**config.mk**
```make
export PLATFORM = sky130hd
export DESIGN_NAME = mem_access_stage
export DESIGN_NICKNAME = d
export VERILOG_FILES = /design/src/rtl/mem_access_stage.sv
export SDC_FILE = /design/constraint.sdc
export NUM_CORES = 1
export LEC_CHECK = 0
export CAP_MARGIN = 20
export CORE_MARGIN = 4
export CORE_UTILIZATION = 40
export DETAILED_ROUTE_END_ITERATION = 10
export GPL_ROUTABILITY_DRIVEN = 0
export PLACE_DENSITY = 0.83
export SYNTH_ARGS = -nofsm -noshare
export SYNTH_HDL_FRONTEND = slang
export SYNTH_SLANG_ARGS = --single-unit
```
**constraint.sdc**
```tcl
create_clock -name clk -period 2.3 [get_ports clk]
set_input_delay 0.575 -clock clk [delete_from_list [all_inputs] [get_ports clk]]
set_output_delay 0.575 -clock clk [all_outputs]
set_load 0.03 [all_outputs]
```
**src/rtl/mem_access_stage.sv**
```systemverilog
// RV32I memory-access stage: turns the EX/MEM bundle into a single req/ack bus
// transaction when needed and emits the registered MEM/WB bundle.
module mem_access_stage #(
  parameter int TIMEOUT_CYCLES = 256
) (
  input  logic        clk,
  input  logic        rst,
  input  logic        in_valid,
  input  logic [1:0]  wb_ctrl_in,
  input  logic        mem_rd,
  input  logic        mem_wr,
  input  logic [2:0]  funct3,
  input  logic [4:0]  rd_in,
  input  logic [31:0] alu_result_in,
  input  logic [31:0] store_data_in,
  output logic        stall,
  output logic        dbus_req,
  output logic        dbus_we,
  output logic [31:0] dbus_addr,
  output logic [3:0]  dbus_be,
  output logic [31:0] dbus_wdata,
  input  logic        dbus_ack,
  input  logic [31:0] dbus_rdata,
  output logic        wb_valid,
  output logic [1:0]  wb_ctrl_out,
  output logic [4:0]  rd_out,
  output logic [31:0] alu_result_out,
  output logic [31:0] mem_data_out,
  output logic        fault_out
);

  typedef enum logic [0:0] {IDLE = 1'b0, BUSY = 1'b1} state_t;

  localparam logic        TO_EN    = (TIMEOUT_CYCLES != 0);
  localparam logic [31:0] TO_LIMIT = 32'(TIMEOUT_CYCLES - 1);

  function automatic logic access_fault(logic rd, logic wr, logic [2:0] f3, logic [1:0] a);
    logic bad;
    bad = (rd & wr) | (f3 == 3'b011) | (f3 == 3'b110) | (f3 == 3'b111) | (wr & f3[2]);
    bad = bad | ((f3[1:0] == 2'b01) & a[0]) | ((f3[1:0] == 2'b10) & (a != 2'b00));
    return bad;
  endfunction

  function automatic logic [3:0] byte_enables(logic [2:0] f3, logic [1:0] a);
    logic [3:0] be;
    case (f3[1:0])
      2'b00:   be = 4'b0001 << a;
      2'b01:   be = a[1] ? 4'b1100 : 4'b0011;
      default: be = 4'b1111;
    endcase
    return be;
  endfunction

  function automatic logic [31:0] store_lanes(logic [2:0] f3, logic [31:0] sd);
    logic [31:0] w;
    case (f3[1:0])
      2'b00:   w = {4{sd[7:0]}};
      2'b01:   w = {2{sd[15:0]}};
      default: w = sd;
    endcase
    return w;
  endfunction

  function automatic logic [31:0] load_extend(logic [2:0] f3, logic [1:0] a, logic [31:0] w);
    logic [7:0]  b;
    logic [15:0] h;
    logic [31:0] r;
    case (a)
      2'b00:   b = w[7:0];
      2'b01:   b = w[15:8];
      2'b10:   b = w[23:16];
      default: b = w[31:24];
    endcase
    h = a[1] ? w[31:16] : w[15:0];
    case (f3)
      3'b000:  r = {{24{b[7]}}, b};
      3'b001:  r = {{16{h[15]}}, h};
      3'b100:  r = {24'h000000, b};
      3'b101:  r = {16'h0000, h};
      default: r = w;
    endcase
    return r;
  endfunction

  state_t      state_q, state_d;
  logic [31:0] cnt_q, cnt_d;
  logic        req_q, req_d, we_q, we_d;
  logic [31:0] addr_q, addr_d, wdata_q, wdata_d;
  logic [3:0]  be_q, be_d;
  logic        wb_valid_q, wb_valid_d, fault_q, fault_d;
  logic [1:0]  ctrl_q, ctrl_d;
  logic [4:0]  rd_q, rd_d;
  logic [31:0] alu_q, alu_d, mdata_q, mdata_d;
  logic        mem_op_s, fault_s, timeout_s, stall_s;

  assign mem_op_s  = in_valid & (mem_rd | mem_wr);
  assign fault_s   = mem_op_s & access_fault(mem_rd, mem_wr, funct3, alu_result_in[1:0]);
  assign timeout_s = TO_EN & ~dbus_ack & (cnt_q == TO_LIMIT);

  // Next-state, bus and writeback computation; upstream holds inputs while stalled.
  always_comb begin
    state_d    = state_q;
    cnt_d      = cnt_q;
    req_d      = req_q;
    we_d       = we_q;
    addr_d     = addr_q;
    be_d       = be_q;
    wdata_d    = wdata_q;
    wb_valid_d = wb_valid_q;
    ctrl_d     = ctrl_q;
    rd_d       = rd_q;
    alu_d      = alu_q;
    mdata_d    = mdata_q;
    fault_d    = fault_q;
    stall_s    = 1'b0;
    case (state_q)
      IDLE: begin
        if (mem_op_s && !fault_s) begin
          stall_s    = 1'b1;
          state_d    = BUSY;
          cnt_d      = 32'd0;
          req_d      = 1'b1;
          we_d       = mem_wr;
          addr_d     = {alu_result_in[31:2], 2'b00};
          be_d       = byte_enables(funct3, alu_result_in[1:0]);
          wdata_d    = store_lanes(funct3, store_data_in);
          wb_valid_d = 1'b0;
        end else begin
          wb_valid_d = in_valid;
          ctrl_d     = wb_ctrl_in;
          rd_d       = rd_in;
          alu_d      = alu_result_in;
          mdata_d    = 32'd0;
          fault_d    = fault_s;
        end
      end
      BUSY: begin
        if (dbus_ack || timeout_s) begin
          state_d    = IDLE;
          req_d      = 1'b0;
          wb_valid_d = in_valid;
          ctrl_d     = wb_ctrl_in;
          rd_d       = rd_in;
          alu_d      = alu_result_in;
          mdata_d    = (dbus_ack && mem_rd) ? load_extend(funct3, alu_result_in[1:0], dbus_rdata) : 32'd0;
          fault_d    = ~dbus_ack;
        end else begin
          stall_s    = 1'b1;
          cnt_d      = cnt_q + 32'd1;
          wb_valid_d = 1'b0;
        end
      end
      default: begin
        state_d = IDLE;
        req_d   = 1'b0;
      end
    endcase
  end

  // State and output registers.
  always_ff @(posedge clk) begin
    if (rst) begin
      state_q    <= IDLE;
      cnt_q      <= 32'd0;
      req_q      <= 1'b0;
      we_q       <= 1'b0;
      addr_q     <= 32'd0;
      be_q       <= 4'd0;
      wdata_q    <= 32'd0;
      wb_valid_q <= 1'b0;
      ctrl_q     <= 2'd0;
      rd_q       <= 5'd0;
      alu_q      <= 32'd0;
      mdata_q    <= 32'd0;
      fault_q    <= 1'b0;
    end else begin
      state_q    <= state_d;
      cnt_q      <= cnt_d;
      req_q      <= req_d;
      we_q       <= we_d;
      addr_q     <= addr_d;
      be_q       <= be_d;
      wdata_q    <= wdata_d;
      wb_valid_q <= wb_valid_d;
      ctrl_q     <= ctrl_d;
      rd_q       <= rd_d;
      alu_q      <= alu_d;
      mdata_q    <= mdata_d;
      fault_q    <= fault_d;
    end
  end

  assign stall          = stall_s;
  assign dbus_req       = req_q;
  assign dbus_we        = we_q;
  assign dbus_addr      = addr_q;
  assign dbus_be        = be_q;
  assign dbus_wdata     = wdata_q;
  assign wb_valid       = wb_valid_q;
  assign wb_ctrl_out    = ctrl_q;
  assign rd_out         = rd_q;
  assign alu_result_out = alu_q;
  assign mem_data_out   = mdata_q;
  assign fault_out      = fault_q;

endmodule

```
* Word-level counts from Yosys, hierarchy flattened
Cells that the tools add are included.
** Operators by class
- Shift-type cells :: 1
- Magnitude comparators :: 0
- Divide/modulo/power cells :: 0
- Reductions and logical operators :: 12
- Mux-type cells :: 34
- Equal/unequal tests :: 15
- Bitwise gates (word level) :: 16
- $add $sub $neg :: 1
- Multiply operators :: 0
** Operators with widths (number)
- one-hot mux 32 bit (2 select lines) :: 4
- two-way mux 32 bit :: 7
- one-hot mux 32 bit (4 select lines) :: 1
- adder 32 x 1 -> 32 bit (second input constant) :: 1
- equality test 32 x 8 -> 1 bit (second input constant) :: 1
- one-hot mux 8 bit (3 select lines) :: 1
- two-way mux 16 bit :: 1
- equality test 3 bit (second input constant) :: 4
- two-way mux 5 bit :: 2
- one-hot mux 5 bit (2 select lines) :: 1
- two-way mux 1 bit :: 8
- one-hot mux 1 bit (2 select lines) :: 4
- one-hot mux 4 bit (2 select lines) :: 1
- AND reduction 2 bit :: 4
- bitwise AND 1 bit :: 7
- OR 1 bit :: 7
- inequality test 2 bit (second input constant) :: 3
- equality test 2 x 1 -> 1 bit (second input constant) :: 2
- equality test 2 bit (second input constant) :: 2
- logical NOT 2 bit :: 2
- two-way mux 2 bit :: 2
- two-way mux 4 bit :: 1
- one-hot mux 2 bit (2 select lines) :: 1
- left shift 1 x 2 -> 4 bit (first input constant) :: 1
- other kinds (9) :: 11
** Storage, ports and cells
- Word-level logic and storage cells :: 92
- Bits in latches :: 0
- Bits in registers :: 174
- Memory bits (writable) :: 0
- ROM bits :: 0
- Memories kept :: 0
- Output and inout port bits :: 144
- Input port bits :: 112

* Logic depth before layout (Yosys ltp)
- Depth in word-level cells :: 12
- Depth in mapped cells :: 9

* Worst setup path before layout
OpenSTA, ideal clock, no wires.
- Kind :: reg2out
- Start point :: register cnt_q[0]
- End point :: output stall
- Buffers on the path :: 3
- Path slack :: -143 ps
- Stages on the path, launching flop included :: 9
- Data required time :: 1725 ps
- Arrival :: 1868 ps
- Path through :: dfxtp_1 > ha_1 > and4_1 > clkbuf_1 > nand4_1 > o21ai_1 > clkbuf_1 > buf_4 > nand2_1
** On the way
- Cells in the longest elaborated chain, start to end :: 5
** Ends and longest elaborated chain
- from (decl) :: line 86 : logic [31:0] cnt_q, cnt_d;
- from (signal assigned) :: line 178 : cnt_q <= cnt_d;
- equality test 32 x 8 -> 1 bit :: line 98 : assign timeout_s = TO_EN & ~dbus_ack & (cnt_q == TO_LIMIT);
- bitwise AND 1 bit :: line 98
- logical OR 1 bit :: line 138 : if (dbus_ack || timeout_s) begin
- two-way mux 1 bit :: line 138
- one-hot mux 1 bit (2 select lines) :: line 116 : case (state_q)
- to (decl) :: line 16 : output logic stall,
No other way between the ends.

* Worst setup path after layout
- Start point :: register cnt_q[13]
- End point :: output stall
The elaborated chain is that of the path after synthesis.

==> run_results.csv <==
group,metric,value,unit
run_status,status,"complete, but fails checks",
run_status,violations,"setup timing",
routing,viasPerCell,5.306,
timing,relSlewSlack,57.56,%
power,clock_power_share,39.5,%
finish,fin_nets,1319,
floorplanning,die_w,146.8,µm
power,comb_power_share,16.1,%
routing,num_vias,7848,
finish,multi_input_area,3914,µm²
cts,cts_root_buf,"clkbuf_16",
grt,grt_util_met3,6.354,%
timing,slew_viol_final,0,
power,power,7.086,mW
cts,cts_buffers,17,
synth,syn_area,7707,µm²
synth,synthCells,937,
synth,yosys-top-cells-area,"dfxtp_1 (45%), a21oi_1 (7.5%), nand2_1 (7.4%)",
finish,final_common_cell,"clkdlybuf4s50_1",
power,p_sw,2.001,mW
hold_path,min_path_type,"flop to flop",
run,maxCapViolCount,0,
grt,top_usage_layer,"met2",
grt,grt_overflow,0,
routing,drc_errors,0,
grt,grt_max_degree,58,
synth,yosysTopAreaCell,"dfxtp_1",
cts,clkSinkCount,174,
power,netSwitchingFraction,28.23,%
timing,fin_hold_ws,0.4530,ns
grt,groute.layer.met1.usage,26.45,%
cts,htreeDepth,4,
grt,use_met2,37.52,%
placed_design,pre_cts_ws,-0.4359,ns
synth,seq_area_frac_synth,45.19,%
routing,first_iter_violations,491,
placed_design,io_buffer_count,253,
power,p_leak,4.257,nW
routing,ant_nets,0,
timing,rsz0062_at_grt,"true",
synth,synth.distinct_cells,55,
cts,cts_tree,"yes",
power,p_int,5.086,mW
routing,wire_per_inst,16.50,µm
routing,dr.pass1.iters,5,
cts,clk_latency,0.43,ns
cts,clockBufferDepth,2,
setup_path,start_kind,"flop",
finish,postLayoutCellArea,11680,µm²
setup_path,cp_max_fo,6,
synth,synth-async-reset-ratio,0,%
timing,clock-skew-final,0.01919,ns
synth,synth_edf_count,0,
timing,fmax,424.1,MHz
floorplanning,core_area,18830,µm²
placed_design,place_area,10930,µm²
setup_path,cp.arrival,1.78,ns
setup_path,end_kind,"output port",
routing,wirelength,24.40,mm
finish,diodes,0,
power,powerDensity,606.6,nW/µm²
timing,setup_viol_count_final,1,
finish,nFillCells,1580,
power,pwr-share-seq,44.5,%
finish,final_cell_mix,"clkdlybuf4s50_1 (246), dfxtp_1 (169), nand2_1 (150)",
floorplanning,std_cell_rows,50,
placed_design,detailed_place_hpwl,17.62,mm
power,peakVddDrop,0.5534,mV
timing,setup_ws,-0.05817,ns
timing,worst_pin_slew,0.6308,ns
floorplanning,die_area,21550,µm²
finish,drive_above_1_share,11.98,%
synth,ys.warnings.count,0,
floorplanning,io_pins,256,
grt,antenna_found_initial,1,
setup_path,crit_type,"flop to output port",
grt,grtUsageTotal,21.75,%
timing,hold_viol_final,0,
finish,area_growth_syn_to_layout,51.58,%
finish,seqCellArea,3490,µm²
floorplanning,start_util,40.93,%
setup_path,critPathRequiredTime,1.73,ns
cts,cts.clk_slew.worst_paths,0.07,ns
synth,ys.flop_type,"dfxtp_1",
timing,fin_setup_tns,-0.05817,ns
grt,grt_pass1_vias,7544,
timing,fin_crit_sh,102.5,%
cts,ctsHoldBuffers,0,
synth,synth_top_area_share,45.19,%
synth,ys_ff_latch,174,
timing,min_period,2.358,ns
floorplanning,die_h,146.8,µm
grt,grt_pass1_wl,38.92,mm
synth,synth_area_per_cell,8.226,µm²
layout make-up:
type | count | share of cell area, %
clock buffer | 18 | 3.674
tap | 260 | 2.785
timing repair buffer | 338 | 28.37
sequential | 174 | 29.87
inverter | 15 | 0.4820
clock inverter | 14 | 1.317
multi-input combinational | 660 | 33.50
sequential cells by signal (all words and copies together) (netlist names):
signal and cells:
dbus_be 4, fault_out 1, dbus_we 1, mem_data_out 32, alu_result_out 32, dbus_req 1, rd_out 5, dbus_addr 30
wb_ctrl_out 2, wb_valid 1, dbus_wdata 32, cnt_q 32, state_q 1
metrics by stage:
step                      instances  utilization, %
final                          1479           62.04
after global routing           1479           62.04
after CTS                      1477           61.83
after detailed placement       1438           58.05
after global placement         1437           58.02
after floorplan                 938               -
critical path, stage by stage (launching register included):
cell and delay, ns:
dfxtp_2 0.35, nor4_2 0.34, nand4_1 0.22, o21ai_4 0.24, nand2_4 0.07, buf_6 0.14
path summary, 6_finish.rpt:
check	start	endpoint	slack [ns]	cells past startpoint
worst max-delay path	cnt_q[13]	stall	-0.06	5
worst min-delay path	dbus_addr[5]	dbus_addr[5]	0.45	2
worst max register to register	cnt_q[13]	alu_result_out[10]	0.07	10
worst min register to register	dbus_addr[5]	dbus_addr[5]	0.45	2
timing repair:
item / 4_1_cts / 5_1_grt
buffers inserted: 7 / 2
endpoints found under the hold margin: 0 / 0
gates cloned: 0 / 0
setup endpoints to repair: 16 / 17
pin swaps: 10 / 3
resized for setup: 21 / 7
power by group through the flow:
stage                     Sequential, mW  Clock, mW  Combinational, mW
after detailed placement            3.22          0               1.13
after floorplan                     3.40          0              0.372
after global placement              3.22          0               1.12
final                               3.15       2.80               1.14
after CTS                           3.15       2.85               1.14
after global routing                3.16       2.99               1.22
cells by family after synthesis:
family                     count (synthesis)  synth area share (%)
DFF                                      174                 45.19
adders and majority gates                  1                0.1623
xor gates and xnor gates                   1                0.1137
AOI/OAI and AO/OA                        291                 23.96
other                                      1               0.04865
muxes                                     35                 4.627
buffers and inverters                    104                 5.633
and+or+nand+nor                          330                 20.26
per-layer routing:
| layer | wire (µm) | share of wire, % |
|---|---|---|
| met5 | 13 | 0.053 |
| met4 | 440 | 1.8 |
| met3 | 1717 | 7.0 |
| met2 | 11990 | 49 |
| met1 | 10240 | 42 |
cell usage after synthesis, drive strengths merged, types with 12 or more instances:
cell type and instances:
nand4 16, o21ai 63, clkbuf 58, inv 15, nand2 152, dfxtp 174
mux2i 30, nand3 49, nor2 33, nand2b 30, o2bb2ai 15, nor3 12
a22o 17, buf 31, a211oi 19, a21oi 116
No activity file was read; power rests on OpenSTA's default activity.
